### config.mk
export PLATFORM = sky130hd
export DESIGN_NAME = vga_sync_decoder
export DESIGN_NICKNAME = d
export VERILOG_FILES = /design/src/rtl/vga_sync_decoder.sv
export SDC_FILE = /design/constraint.sdc
export NUM_CORES = 1
export LEC_CHECK = 0
export CORE_AREA = 2 2 82 84
export DETAILED_ROUTE_END_ITERATION = 16
export DIE_AREA = 0 0 84 86
export DONT_BUFFER_PORTS = 1
export PLACE_DENSITY = 0.67
export SYNTH_ARGS = -nofsm -noshare
export SYNTH_HDL_FRONTEND = slang
export SYNTH_SLANG_ARGS = --single-unit
### constraint.sdc
create_clock -name clk -period 4.9 [get_ports clk]
set_input_delay 0.49 -clock clk [delete_from_list [all_inputs] [get_ports clk]]
set_output_delay 0.49 -clock clk [all_outputs]
set_load 0.01 [all_outputs]
### src/rtl/vga_sync_decoder.sv
// Receive-side VGA timing recovery: samples sync and colour, verifies line and
// frame periods, and emits locked visible-pixel coordinates with aligned colour.
module vga_sync_decoder #(
  parameter int COLOR_W   = 2,
  parameter int H_VISIBLE = 640,
  parameter int H_FRONT   = 16,
  parameter int H_SYNC    = 96,
  parameter int H_BACK    = 48,
  parameter int V_VISIBLE = 480,
  parameter int V_FRONT   = 10,
  parameter int V_SYNC    = 2,
  parameter int V_BACK    = 33,
  parameter int SYNC_POL  = 0
) (
  input  logic               clk,
  input  logic               rst_n,
  input  logic               hsync_i,
  input  logic               vsync_i,
  input  logic [COLOR_W-1:0] r_i,
  input  logic [COLOR_W-1:0] g_i,
  input  logic [COLOR_W-1:0] b_i,
  output logic [9:0]         pix_x_o,
  output logic [9:0]         pix_y_o,
  output logic               pix_valid_o,
  output logic [COLOR_W-1:0] r_out_o,
  output logic [COLOR_W-1:0] g_out_o,
  output logic [COLOR_W-1:0] b_out_o,
  output logic               frame_start_o,
  output logic               locked_o,
  output logic               sync_err_o
);

  localparam int H_TOTAL = H_VISIBLE + H_FRONT + H_SYNC + H_BACK;
  localparam int V_TOTAL = V_VISIBLE + V_FRONT + V_SYNC + V_BACK;
  localparam int HSTART  = H_SYNC + H_BACK;
  localparam int VSTART  = V_SYNC + V_BACK;
  localparam int RGB_W   = 3 * COLOR_W;

  localparam logic [10:0] CNT_MAX = 11'h7FF;
  localparam logic [10:0] H_LAST  = 11'(H_TOTAL - 1);
  localparam logic [10:0] V_LAST  = 11'(V_TOTAL - 1);
  localparam logic [10:0] H_LO    = 11'(HSTART);
  localparam logic [10:0] H_HI    = 11'(HSTART + H_VISIBLE);
  localparam logic [10:0] V_LO    = 11'(VSTART);
  localparam logic [10:0] V_HI    = 11'(VSTART + V_VISIBLE);

  localparam logic SYNC_ON  = (SYNC_POL != 0);
  localparam logic SYNC_OFF = (SYNC_POL == 0);

  localparam logic [1:0] S_HUNT   = 2'd0;
  localparam logic [1:0] S_CHECK  = 2'd1;
  localparam logic [1:0] S_LOCKED = 2'd2;

  // ---------------- stage 1: input sampling ----------------
  logic             hs_q, vs_q, hs_d, vs_d;
  logic [RGB_W-1:0] rgb_q, rgb_al_q;
  logic             hs_edge, vs_edge;

  // rgb_al_q lags rgb_q one clock so colour lines up with hcnt, which only
  // reaches 0 the clock after the sync edge is sampled.
  always_ff @(posedge clk or negedge rst_n) begin
    if (!rst_n) begin
      hs_q     <= SYNC_OFF;
      vs_q     <= SYNC_OFF;
      hs_d     <= SYNC_OFF;
      vs_d     <= SYNC_OFF;
      rgb_q    <= '0;
      rgb_al_q <= '0;
    end else begin
      hs_q     <= hsync_i;
      vs_q     <= vsync_i;
      hs_d     <= hs_q;
      vs_d     <= vs_q;
      rgb_q    <= {r_i, g_i, b_i};
      rgb_al_q <= rgb_q;
    end
  end

  assign hs_edge = (hs_q == SYNC_ON) && (hs_d == SYNC_OFF);
  assign vs_edge = (vs_q == SYNC_ON) && (vs_d == SYNC_OFF);

  // ---------------- position counters ----------------
  logic [10:0] hcnt_q, hcnt_d, vcnt_q, vcnt_d;

  always_comb begin
    hcnt_d = hcnt_q;
    if (hs_edge)                hcnt_d = '0;
    else if (hcnt_q != CNT_MAX) hcnt_d = hcnt_q + 11'd1;

    vcnt_d = vcnt_q;
    if (vs_edge)                           vcnt_d = '0;
    else if (hs_edge && vcnt_q != CNT_MAX) vcnt_d = vcnt_q + 11'd1;
  end

  // ---------------- lock FSM ----------------
  logic [1:0] state_q, state_d;
  logic       err_d, check_fail;
  logic       sync_err_q, locked_q;

  assign check_fail = (hs_edge && (hcnt_q != H_LAST)) ||
                      (vs_edge && (vcnt_q != V_LAST));

  always_comb begin
    state_d = state_q;
    err_d   = 1'b0;
    case (state_q)
      S_HUNT: begin
        if (vs_edge) state_d = S_CHECK;
      end
      S_CHECK: begin
        if (check_fail) begin
          state_d = S_HUNT;
          err_d   = 1'b1;
        end else if (vs_edge) begin
          state_d = S_LOCKED;
        end
      end
      S_LOCKED: begin
        if (check_fail) begin
          state_d = S_HUNT;
          err_d   = 1'b1;
        end
      end
      default: state_d = S_HUNT;
    endcase
  end

  always_ff @(posedge clk or negedge rst_n) begin
    if (!rst_n) begin
      hcnt_q     <= '0;
      vcnt_q     <= '0;
      state_q    <= S_HUNT;
      sync_err_q <= 1'b0;
      locked_q   <= 1'b0;
    end else begin
      hcnt_q     <= hcnt_d;
      vcnt_q     <= vcnt_d;
      state_q    <= state_d;
      sync_err_q <= err_d;
      locked_q   <= (state_d == S_LOCKED);
    end
  end

  // ---------------- stage 2: output registers ----------------
  logic             vis;
  logic [9:0]       pix_x_q, pix_x_d, pix_y_q, pix_y_d;
  logic [RGB_W-1:0] rgb_out_q, rgb_out_d;
  logic             pix_valid_q, frame_start_q, frame_start_d;

  assign vis = (state_q == S_LOCKED) &&
               (hcnt_q >= H_LO) && (hcnt_q < H_HI) &&
               (vcnt_q >= V_LO) && (vcnt_q < V_HI);

  always_comb begin
    pix_x_d   = '0;
    pix_y_d   = '0;
    rgb_out_d = '0;
    if (vis) begin
      pix_x_d   = 10'(hcnt_q - H_LO);
      pix_y_d   = 10'(vcnt_q - V_LO);
      rgb_out_d = rgb_al_q;
    end
    frame_start_d = vis && (hcnt_q == H_LO) && (vcnt_q == V_LO);
  end

  always_ff @(posedge clk or negedge rst_n) begin
    if (!rst_n) begin
      pix_x_q       <= '0;
      pix_y_q       <= '0;
      pix_valid_q   <= 1'b0;
      rgb_out_q     <= '0;
      frame_start_q <= 1'b0;
    end else begin
      pix_x_q       <= pix_x_d;
      pix_y_q       <= pix_y_d;
      pix_valid_q   <= vis;
      rgb_out_q     <= rgb_out_d;
      frame_start_q <= frame_start_d;
    end
  end

  assign pix_x_o       = pix_x_q;
  assign pix_y_o       = pix_y_q;
  assign pix_valid_o   = pix_valid_q;
  assign r_out_o       = rgb_out_q[RGB_W-1 -: COLOR_W];
  assign g_out_o       = rgb_out_q[COLOR_W +: COLOR_W];
  assign b_out_o       = rgb_out_q[0 +: COLOR_W];
  assign frame_start_o = frame_start_q;
  assign locked_o      = locked_q;
  assign sync_err_o    = sync_err_q;

endmodule

After elaboration in Yosys (flattened, before gate mapping)
Cells that the tools add are included.
{"block": "totals", "mem_bits_ro": 0, "elab_cells": 65, "n_memories": 0, "ram_bits": 0, "output_inout_bits": 30, "register_bits": 70, "latch_bits": 0}
{"block": "classes", "n_bitwise": 2, "add_sub_neg": 4, "n_mul": 0, "n_div": 0, "muxes": 14, "eq_ne": 9, "n_reduce_logical": 16, "shifts": 0, "magnitude_cmp": 4}
{"operator": "$mux 11", "n": 4}
{"operator": "$add 11x1->11 const B", "n": 2}
{"operator": "$lt 11x10->1 const B", "n": 2}
{"operator": "$ne 11x10->1 const B", "n": 2}
{"operator": "$ne 11x11->1 const B", "n": 2}
{"operator": "$mux 10", "n": 2}
{"operator": "$eq 11x6->1 const B", "n": 1}
{"operator": "$eq 11x8->1 const B", "n": 1}
{"operator": "$ge 11x6->1 const B", "n": 1}
{"operator": "$ge 11x8->1 const B", "n": 1}
{"operator": "$logic_and 1x1->1", "n": 11}
{"operator": "$sub 10x6->10 const B", "n": 1}
{"operator": "$sub 10x8->10 const B", "n": 1}
{"operator": "$mux 2", "n": 4}
{"operator": "$mux 6", "n": 1}
{"operator": "$pmux 2 s3", "n": 1}
{"operator": "$eq 2x2->1 const B", "n": 2}
{"operator": "$reduce_bool 2->1", "n": 2}
{"operator": "$eq 2x1->1 const B", "n": 1}
{"operator": "$logic_not 2->1", "n": 1}
{"operator": "$mux 1", "n": 2}
{"operator": "$not 1->1", "n": 2}
{"operator": "$reduce_or 2->1", "n": 1}
{"operator": "$logic_or 1x1->1", "n": 1}

Logic depth before layout (Yosys ltp)
Gate-level depths: netlist of run 1.
{"block": "depth", "word_depth": 7, "mapped_depth": 7}

Least setup slack after synthesis of run 1
OpenSTA, ideal clock, no wires.
{"block": "synth_path", "kind": "reg2reg", "from": "reg vcnt_q[0]", "to": "reg pix_y_q[3], in the netlist pix_y_o[3]", "path_buffers": 2, "period_less_slack_ns": 1.967, "arrival_time_ns": 1.830, "required_ns": 4.763, "setup_ns": 0.137, "stages_incl_launch_ff": 7, "setup_slack_ns": 2.933, "cell_sequence": "dfrtp_1 > buf_6 > a2111o_1 > and2_2 > o32ai_4 > buf_6 > nor3_1"}
{"block": "synth_via", "elab_chain_len": 4, "word_cells_on_any_way": 6, "classes_between": "add/sub: 1; order compare: 2; mux: 1; reduce/logical: 2"}
{"item": "from (decl)", "line": "83", "source": "logic [10:0] hcnt_q, hcnt_d, vcnt_q, vcnt_d;"}
{"item": "from (signal assigned)", "line": "137", "source": "vcnt_q <= vcnt_d;"}
{"item": "$ge 11x6->1", "line": "152", "source": "(vcnt_q >= V_LO) && (vcnt_q < V_HI);"}
{"item": "$logic_and 1x1->1", "line": "151", "source": "(hcnt_q >= H_LO) && (hcnt_q < H_HI) &&"}
{"item": "$logic_and 1x1->1", "line": "152"}
{"item": "$mux 10 *", "line": "158", "source": "if (vis) begin"}
{"item": "named net pix_y_d[3]", "line": "146", "source": "logic [9:0] pix_x_q, pix_x_d, pix_y_q, pix_y_d;"}
{"item": "to (signal assigned)", "line": "175", "source": "pix_y_q <= pix_y_d;"}
{"item": "to (decl)", "line": "146"}
Mark *: on every way through the listed nets, which the timed path passes. The rest lies on a longest branch.
A chain may end at the register's enable or synchronous reset.

Worst setup path in the final report of run 1
{"block": "layout_path", "from": "reg vcnt_q[2]", "to": "reg pix_y_q[3], in the netlist pix_y_o[3]"}
Same word-level chain as after synthesis.

==> impl_metrics.py, run 1 <==
metrics = {
    "run_status": {
        "outcome": "finished clean",
    },
    "clocking": {
        "clockBufferDepth": 2,
        "h-tree-depth": 3,
        "clock-sinks": 70,
        "root_buffer": "clkbuf_8",
        "path_clk_slew_ps": 80,
        "cts_made_buffers": 9,
        "tritoncts": "done",
        "clkLatencyLatePin_ps": 350,
        "post_cts_resize_count": 0,
    },
    "timing": {
        "finalHoldViolCount": 0,
        "rsz0062_at_grt": "false",
        "setup_tns_ps": 0,
        "maxSlewViolCount": 0,
        "clock_skew_ps": 9.126,
        "finalCritPeriodShare_pct": 50.72,
        "finalSetupViolations": 0,
        "fmax_mhz": 402.3,
        "slew_headroom_pct": 31.14,
        "tightest_slew_ps": 1033,
        "fin_crit_ps": 2485,
    },
    "synth": {
        "syn_area_sq_um": 3236,
        "ys.flop_type": "dfrtp_1",
        "syn_avg_cell_area_sq_um": 11.04,
        "ys_seq_area_share_pct": 54.29,
        "synth_cell_types": 52,
        "synthArstFlopShare_pct": 100.0,
        "synth_seq_cells": 70,
        "synth_fp_nets": 314,
        "synthCells": 293,
        "synth_edf_count": 0,
        "yosys_warnings": 0,
    },
    "cells_and_area": {
        "nets": 307,
        "drive_gt1_share_pct": 11.34,
        "diodes": 0,
        "syn_to_final_growth_pct": 5.955,
        "final_common_cell": "dfrtp_1",
        "nFillCells": 548,
        "final_cell_mix": "dfrtp_1, nor3_1, inv_1",
        "final_cells": 368,
    },
    "power_and_ir_drop": {
        "switching_share_pct": 28.91,
        "cell_internal_pwr_mw": 0.9351,
        "peakVddDrop_mv": 0.1797,
        "power_mw": 1.315,
        "p_sw_mw": 0.3803,
        "pwr-share-clk_pct": 36.5,
        "leakagePower_nw": 1.541,
        "combPwrFrac_pct": 13.5,
        "seqPwrFrac_pct": 50.0,
        "power.density_nw_per_um2": 383.7,
    },
    "drt": {
        "wirelength_mm": 6.068,
        "via_per_inst": 5.826,
        "dr_total_vias": 2144,
        "drtIter0Drc": 115,
        "drt-pass1-iter-count": 4,
        "post_drt_wl_per_cell_microns": 16.49,
        "ant_nets": 0,
        "drcViolationCount": 0,
    },
    "floorplan": {
        "die_area_sq_um": 7224,
        "start_util_pct": 51.54,
        "die_h_microns": 86,
        "core-area_sq_um": 6277,
        "rows": 29,
        "ios": 40,
        "die_x_microns": 84,
    },
    "worst_setup_path": {
        "critPathCaptureType": "register",
        "crit_type": "register to register",
        "cp_max_fo": 27,
        "cp.arrival_ps": 2670,
        "cp-start-kind": "register",
        "cp.required_ps": 5090,
    },
    "min_path": {
        "hold_path.class": "input port to async pin",
    },
    "grt": {
        "antenna_found_initial": 0,
        "grt_max_degree": 71,
        "overflow": 0,
        "grt_pass1_wl_mm": 10.19,
        "grt_usage_pct": 18.35,
        "grt_pass1_vias": 1964,
    },
    "placement": {
        "port_buffers": 0,
        "gp_congestion": 0.8664,
        "dp_hpwl_mm": 3.879,
        "placedCellCount": 351,
    },
    "run": {
        "max-cap-violations": 0,
    },
}
## cell families after synthesis
family | share of synthesized area (%)
flops | 54.29
simple gates | 17.87
mux | 0.9281
compound gates | 12.03
buf+inv | 6.844
fa+ha+maj | 4.254
xor+xnor | 3.790
## registers in the layout, indices dropped and copies added (netlist names), 2 cells and up
signal     count
hcnt_q        11
pix_x_o       10
pix_y_o       10
rgb_al_q       6
rgb_out_q      6
rgb_q          6
state_q        2
vcnt_q        11
## path summary, 6_finish.rpt
kind                                 from     endpoint  slack (ps)  cells past startpoint
min in group clk                  vsync_i         vs_q         120                      0
worst min-delay path                rst_n  rgb_al_q[4]          10                      1
worst max register to register  vcnt_q[2]   pix_y_o[3]        2410                      4
worst min register to register   rgb_q[2]  rgb_al_q[2]         350                      0
worst max-delay path            vcnt_q[2]   pix_y_o[3]        2410                      4
max in group asynchronous           rst_n         hs_d        4560                      1
## synth_stat cells (4+ instances only)
cell | count | share of area (%)
clkbuf_1 | 6 | 0.70
ha_1 | 11 | 4.3
or3_1 | 4 | 0.77
xnor2_1 | 12 | 3.2
o21ai_0 | 5 | 0.77
nand2_1 | 13 | 1.5
inv_1 | 20 | 2.3
nor2_1 | 18 | 2.1
dfrtp_1 | 66 | 51
a31oi_1 | 5 | 0.97
nor4_1 | 5 | 0.97
buf_6 | 8 | 2.8
nand4_1 | 5 | 0.97
nor2b_1 | 4 | 0.77
nand3_1 | 8 | 1.2
and3_1 | 5 | 0.97
a21oi_1 | 12 | 1.9
nor3_1 | 29 | 4.5
dfstp_2 | 4 | 3.2
## critical path: stages, from the launching register on
cell and delay [ps]:
dfrtp_1 520, a2111o_1 520, and2_2 250, o32ai_4 900, nor3_1 130
## layer usage
| metal | vias to the layer above | track usage (%) | share of wire (%) |
|---|---|---|---|
| met5 | - | 0 | 0 |
| met4 | 0 | 8.798 | 2.1 |
| met3 | 14 | 5.294 | 4.7 |
| met2 | 56 | 28.00 | 47 |
| met1 | 1056 | 24.25 | 46 |
| li1 | 1018 | - | - |
## final cells by class
| type | count | area (sq um) | share of cell area [%] |
|---|---|---|---|
| clock buffers | 10 | 137.6 | 4.015 |
| clock inverters | 6 | 70.07 | 2.044 |
| inverters | 20 | 75.07 | 2.190 |
| multi-input cells | 183 | 1257 | 36.68 |
| flip-flops and latches | 70 | 1757 | 51.24 |
| well taps | 77 | 96.34 | 2.810 |
| repair buffers | 2 | 35.03 | 1.022 |
## stage by stage
step	area, sq um	hold WS, ps	util (%)	setup WS [ps]
3_3_place_gp	3193	196.0	50.87	2515
6_report	3428	10.11	54.61	2415
2_1_floorplan	3236	194.4	-	2933
3_5_place_dp	3193	196.0	50.87	2472
5_1_grt	3428	22.72	54.61	2230
4_1_cts	3428	15.51	54.61	2427
## what timing repair did
| action | CTS | global route |
|---|---|---|
| buffers inserted | 0 | 0 |
| endpoints found under the hold margin | 70 | 0 |
| hold buffers | 1 | 0 |
## power groups by stage
stage,combinational [mW],clock [mW],sequential [mW]
3_5_place_dp,0.162,0,0.667
3_3_place_gp,0.158,0,0.666
4_1_cts,0.178,0.492,0.657
5_1_grt,0.203,0.521,0.664
6_report,0.177,0.480,0.658
2_1_floorplan,0.151,0,0.653
(Power assumes the default switching activity.)
==> run 2: changes to the inputs <==
clock period = 2.3 ns   (was 4.9 ns; I/O delays follow)
==> run 2 against run 1 <==
First-iteration DRC count up 11%; critical path depth up 2; sequential share of layout area down 2.9 points; total power up 100%; setup slack worse by 2200 ps; maximum frequency up 17%; combinational power rose to 2.5 times the previous value; global-route usage up 0.15 points; sequential power up 110%; core utilization up 3.3 points; hold slack better by 340 ps.
==> impl_metrics.py, run 2 (synthesis results as in run 1) <==
metrics = {
    "cells_and_area": {
        "reg_top3": "hcnt_q x11, vcnt_q x11",
        "postLayoutCoreUtil_pct": 57.88,
        "final_common_cell": "dfrtp_1",
        "final_cell_mix": "dfrtp_1, nor3_1, buf_4",
        "nets": 337,
        "syn_to_final_growth_pct": 12.30,
        "drive_gt1_share_pct": 16.25,
        "diodes": 0,
    },
    "worst_setup_path": {
        "reg2reg_depth": 6,
        "critPathCaptureType": "register",
        "crit_type": "register to register",
        "cp-start-kind": "register",
        "critPathSlowestCell": "dfrtp_1",
        "cp.required_ps": 2530,
        "max_stage_delay_ps": 450,
        "cp_max_fo": 8,
        "path_cells": "inv_1, ha_1, or4b_1, o31a_1, o41ai_1, o21ba_2",
        "cp.arrival_ps": 2350,
    },
    "timing": {
        "finalSetupViolations": 0,
        "finalHoldViolCount": 0,
        "finalCritPeriodShare_pct": 92.03,
        "fmax_mhz": 472.5,
        "rsz0062_at_grt": "false",
        "tightest_slew_ps": 590.3,
        "setup_tns_ps": 0,
        "slew_headroom_pct": 60.35,
        "maxSlewViolCount": 0,
        "clock_skew_ps": 7.353,
        "fin_crit_ps": 2117,
    },
    "drt": {
        "via_per_inst": 5.615,
        "drtIter0Drc": 128,
        "ant_nets": 0,
        "post_drt_wl_per_cell_microns": 15.66,
        "dr_total_vias": 2229,
        "drt-pass1-iter-count": 4,
        "wirelength_mm": 6.216,
        "drcViolationCount": 0,
    },
    "clocking": {
        "tritoncts": "done",
        "root_buffer": "clkbuf_8",
        "path_clk_slew_ps": 80,
        "clkLatencyLatePin_ps": 340,
        "h-tree-depth": 3,
        "cts_made_buffers": 9,
        "clockBufferDepth": 2,
        "clock-sinks": 70,
    },
    "run_status": {
        "outcome": "finished clean",
    },
    "power_and_ir_drop": {
        "pwr-share-clk_pct": 31.2,
        "seqPwrFrac_pct": 51.9,
        "power.density_nw_per_um2": 733.6,
        "leakagePower_nw": 1.657,
        "p_sw_mw": 0.7821,
        "peakVddDrop_mv": 0.4033,
        "switching_share_pct": 29.34,
        "cell_internal_pwr_mw": 1.883,
        "combPwrFrac_pct": 16.9,
        "power_mw": 2.666,
    },
    "floorplan": {
        "die_x_microns": 84,
        "core-area_sq_um": 6277,
        "die_area_sq_um": 7224,
        "ios": 40,
        "start_util_pct": 51.54,
        "rows": 29,
        "die_h_microns": 86,
    },
    "grt": {
        "grt_pass1_wl_mm": 10.38,
        "antenna_found_initial": 0,
        "overflow": 0,
        "grt_max_degree": 71,
        "grt_usage_pct": 18.50,
        "grt_pass1_vias": 2140,
    },
    "placement": {
        "dp_hpwl_mm": 4.241,
        "port_buffers": 0,
        "gp_congestion": 0.7874,
    },
    "min_path": {
        "hold_depth": 0,
        "hold_path.class": "register to register",
    },
    "run": {
        "max-cap-violations": 0,
    },
}
-- run 2: area by class of cell --
cell class	count	area [sq um]
clock buffers	10	127.6
clock inverters	5	37.54
fillers	543	2644
well taps	77	96.34
inverters	20	75.07
repair buffers	32	282.8
multi-input cells	183	1257
flip-flops and latches	70	1757
-- run 2: repair_timing --
action	4_1_cts	5_1_grt
endpoints found under the hold margin	78	0
gates resized for setup	0	0
hold buffers	10	0
buffers inserted	0	0
-- run 2: worst paths after layout --
| kind | endpoint | start | slack [ps] |
|---|---|---|---|
| min in group asynchronous | pix_x_o[6] | rst_n | 450 |
| setup / recovery | locked_o | hcnt_q[5] | 180 |
| setup reg to reg | locked_o | hcnt_q[5] | 180 |
| max in group asynchronous | hs_d | rst_n | 1540 |
| hold reg to reg | rgb_al_q[4] | rgb_q[4] | 350 |
| hold / removal | rgb_al_q[4] | rgb_q[4] | 350 |
-- run 2: metal layers --
layer | vias to the layer above | wire length [microns] | track usage, %
met5 | - | 0 | 0
met4 | 0 | 114 | 7.625
met3 | 10 | 217 | 5.294
met2 | 52 | 3023 | 29.45
met1 | 1087 | 2861 | 23.98
li1 | 1080 | - | -
-- run 2: power by group through the flow --
| stage | clock network [mW] | registers, mW | logic (mW) |
|---|---|---|---|
| final | 0.833 | 1.38 | 0.450 |
| after global routing | 0.922 | 1.40 | 0.497 |
| after CTS | 0.863 | 1.38 | 0.450 |
| after detailed placement | 0 | 1.41 | 0.406 |
| after global placement | 0 | 1.40 | 0.394 |
| after floorplan | 0 | 1.39 | 0.323 |
-- run 2: stage by stage --
stage,setup WS (ps),cell area (sq um),hold slack (ps),std cells
after floorplan,332.6,3236,-65.59,293
after global placement,262.9,3351,-63.89,372
after detailed placement,209.4,3351,-63.97,372
after CTS,194.1,3633,351.3,397
after global routing,29.32,3633,361.1,397
final,183.4,3633,351.9,397
-- run 2: worst max-delay path, delay by kind of cell, from the launching register on --
kind | cells | cell delay [ps]
compound gates | 3 | 870
fa+ha+maj | 1 | 160
buf+inv | 1 | 110
flops | 1 | 450
simple gates | 1 | 430
==> run 3: changes to the inputs <==
CAP_MARGIN = 25   (was unset)
PLACE_DENSITY = unset   (was 0.67)
PLACE_DENSITY_LB_ADDON = 0.3   (was unset)
==> run 3 against run 2 <==
Highest routed layer unchanged; routed wire length increased by 0.69%; sequential power about the same; hold slack got worse by 3.6 ps; critical endpoint is now pix_x_o[7]; cell count decreased by 0.25%; design area increased by 1.2%; maximum frequency decreased by 1.4%; register-to-register slack got worse by 30 ps; flip-flop and latch count unchanged; combinational power about the same.
==> impl_metrics.py, run 3 (synthesis results as in run 1) <==
metrics = {
    "run_status": {
        "outcome": "finished clean",
    },
    "clocking": {
        "h-tree-depth": 3,
        "clkLatencyLatePin_ps": 350,
        "clockBufferDepth": 2,
        "root_buffer": "clkbuf_8",
        "path_clk_slew_ps": 80,
        "clock-sinks": 70,
        "tritoncts": "done",
        "cts_made_buffers": 9,
    },
    "worst_setup_path": {
        "reg2reg_depth": 8,
        "cp.required_ps": 2530,
        "cp-start-kind": "register",
        "r2r_start": "vcnt_q[0]",
        "critPathCaptureType": "register",
        "cp_max_fo": 14,
        "startpoint": "vcnt_q[0]",
        "rrSetupSlack_ps": 150,
        "r2r-end": "pix_x_o[7]",
        "cp.arrival_ps": 2370,
        "cp-endpoint": "pix_x_o[7]",
        "crit_type": "register to register",
    },
    "drt": {
        "wirelength_mm": 6.259,
        "ant_nets": 0,
        "drcViolationCount": 0,
        "via_per_inst": 5.644,
        "drtIter0Drc": 193,
        "dr_total_vias": 2235,
        "drt-pass1-iter-count": 4,
        "post_drt_wl_per_cell_microns": 15.81,
    },
    "floorplan": {
        "core-area_sq_um": 6277,
        "start_util_pct": 51.54,
        "die_x_microns": 84,
        "die_h_microns": 86,
        "rows": 29,
        "ios": 40,
        "die_area_sq_um": 7224,
    },
    "grt": {
        "grt_pass1_vias": 2208,
        "overflow": 0,
        "grt_use_met3_pct": 5.197,
        "grt_pass1_wl_mm": 10.67,
        "met2_usage_pct": 30.18,
        "grt_usage_pct": 18.97,
        "grt_util_met1_pct": 25.22,
        "grt.busiest_layer": "met2",
        "grt_max_degree": 71,
        "antenna_found_initial": 0,
    },
    "min_path": {
        "hold_depth": 0,
        "hold_path.class": "register to register",
    },
    "power_and_ir_drop": {
        "power.density_nw_per_um2": 787.9,
        "combPwrFrac_pct": 15.5,
        "leakagePower_nw": 1.677,
        "switching_share_pct": 27.48,
        "p_sw_mw": 0.7961,
        "peakVddDrop_mv": 0.5028,
        "seqPwrFrac_pct": 47.9,
        "pwr-share-clk_pct": 36.6,
        "cell_internal_pwr_mw": 2.101,
    },
    "cells_and_area": {
        "diodes": 0,
        "drive_gt1_share_pct": 16.61,
        "reg_top3": "hcnt_q x11, vcnt_q x11",
        "nets": 335,
        "final_cell_mix": "dfrtp_1, nor3_1, inv_1, buf_4, nor2_1",
        "fin_area_sq_um": 3677,
        "final_common_cell": "dfrtp_1",
        "syn_to_final_growth_pct": 13.65,
    },
    "placement": {
        "gp_congestion": 0.8290,
        "dpl_cell_area_sq_um": 3336,
        "port_buffers": 0,
        "dp_hpwl_mm": 4.275,
    },
    "timing": {
        "setup_tns_ps": 0,
        "tightest_slew_ps": 532.6,
        "finalSetupViolations": 0,
        "finalCritPeriodShare_pct": 93.35,
        "maxSlewViolCount": 0,
        "clock_skew_ps": 9.142,
        "fin_crit_ps": 2147,
        "fmax_mhz": 465.8,
        "rsz0062_at_grt": "false",
        "finalHoldViolCount": 0,
        "slew_headroom_pct": 64.03,
        "hold_slack_ps": 348.3,
    },
    "run": {
        "max-cap-violations": 0,
    },
}
-- run 3: cell types whose count changed in the layout (fill, tap and decap cells not counted), sizes merged --
cell,delta
bufinv,+2
buf,-2
clkinvlp,-1
-- run 3: critical path: stages (launching register included) --
cell     delay (ps)
dfrtp_1         360
buf_4           170
ha_2            290
nand2_1         110
nor4_1          310
buf_4           200
o32ai_4          90
buf_4           200
nor4b_1         290
-- run 3: area by class of cell --
cell class                 count  area (sq um)
multi-input combinational    183          1267
fill                         528          2600
clock buffer                  10         127.6
timing repair buffer          30         267.8
inverter                      20         75.07
tap                           77         96.34
sequential                    70          1757
clock inverter                 6         86.33
-- run 3: worst min-delay path by stage --
stage / startpoint / to / slack, ps
6_report: rgb_q[5] / rgb_al_q[5] / 350
5_1_grt: hs_q / hs_d / 370
4_1_cts: rgb_q[2] / rgb_al_q[2] / 350
3_5_place_dp: rst_n / vcnt_q[5] / -60
3_3_place_gp: rst_n / vcnt_q[4] / -60
2_1_floorplan: rst_n / frame_start_o / -70
-- run 3: what timing repair did --
action,in CTS,in global routing
gates resized for setup,0,2
setup endpoints to repair,0,3
buffers inserted,0,0
hold buffers,10,0
endpoints found under the hold margin,78,0
-- run 3: metrics by stage --
| step | instances | total power, mW | utilization, % | setup WS, ps |
|---|---|---|---|---|
| after floorplan | 293 | 1.713 | - | 332.6 |
| after detailed placement | 370 | 1.804 | 53.14 | 169.6 |
| after global routing | 396 | 3.038 | 58.58 | 53.14 |
| final | 396 | 2.897 | 58.58 | 152.9 |
| after global placement | 370 | 1.789 | 53.14 | 197.2 |
| after CTS | 396 | 2.916 | 58.42 | 129.6 |
-- run 3: power groups by stage --
| stage | combinational, mW | sequential [mW] | clock, mW |
|---|---|---|---|
| 6_report | 0.448 | 1.39 | 1.06 |
| 5_1_grt | 0.502 | 1.40 | 1.14 |
| 4_1_cts | 0.440 | 1.39 | 1.09 |
| 3_5_place_dp | 0.396 | 1.41 | 0 |
| 3_3_place_gp | 0.385 | 1.40 | 0 |
| 2_1_floorplan | 0.323 | 1.39 | 0 |
-- run 3: metal layers --
layer  up-vias  wire length [microns]
met2        56                   3098
met5         -                      0
met1      1103                   2770
met3         8                    305
li1       1068                      -
met4         0                     84
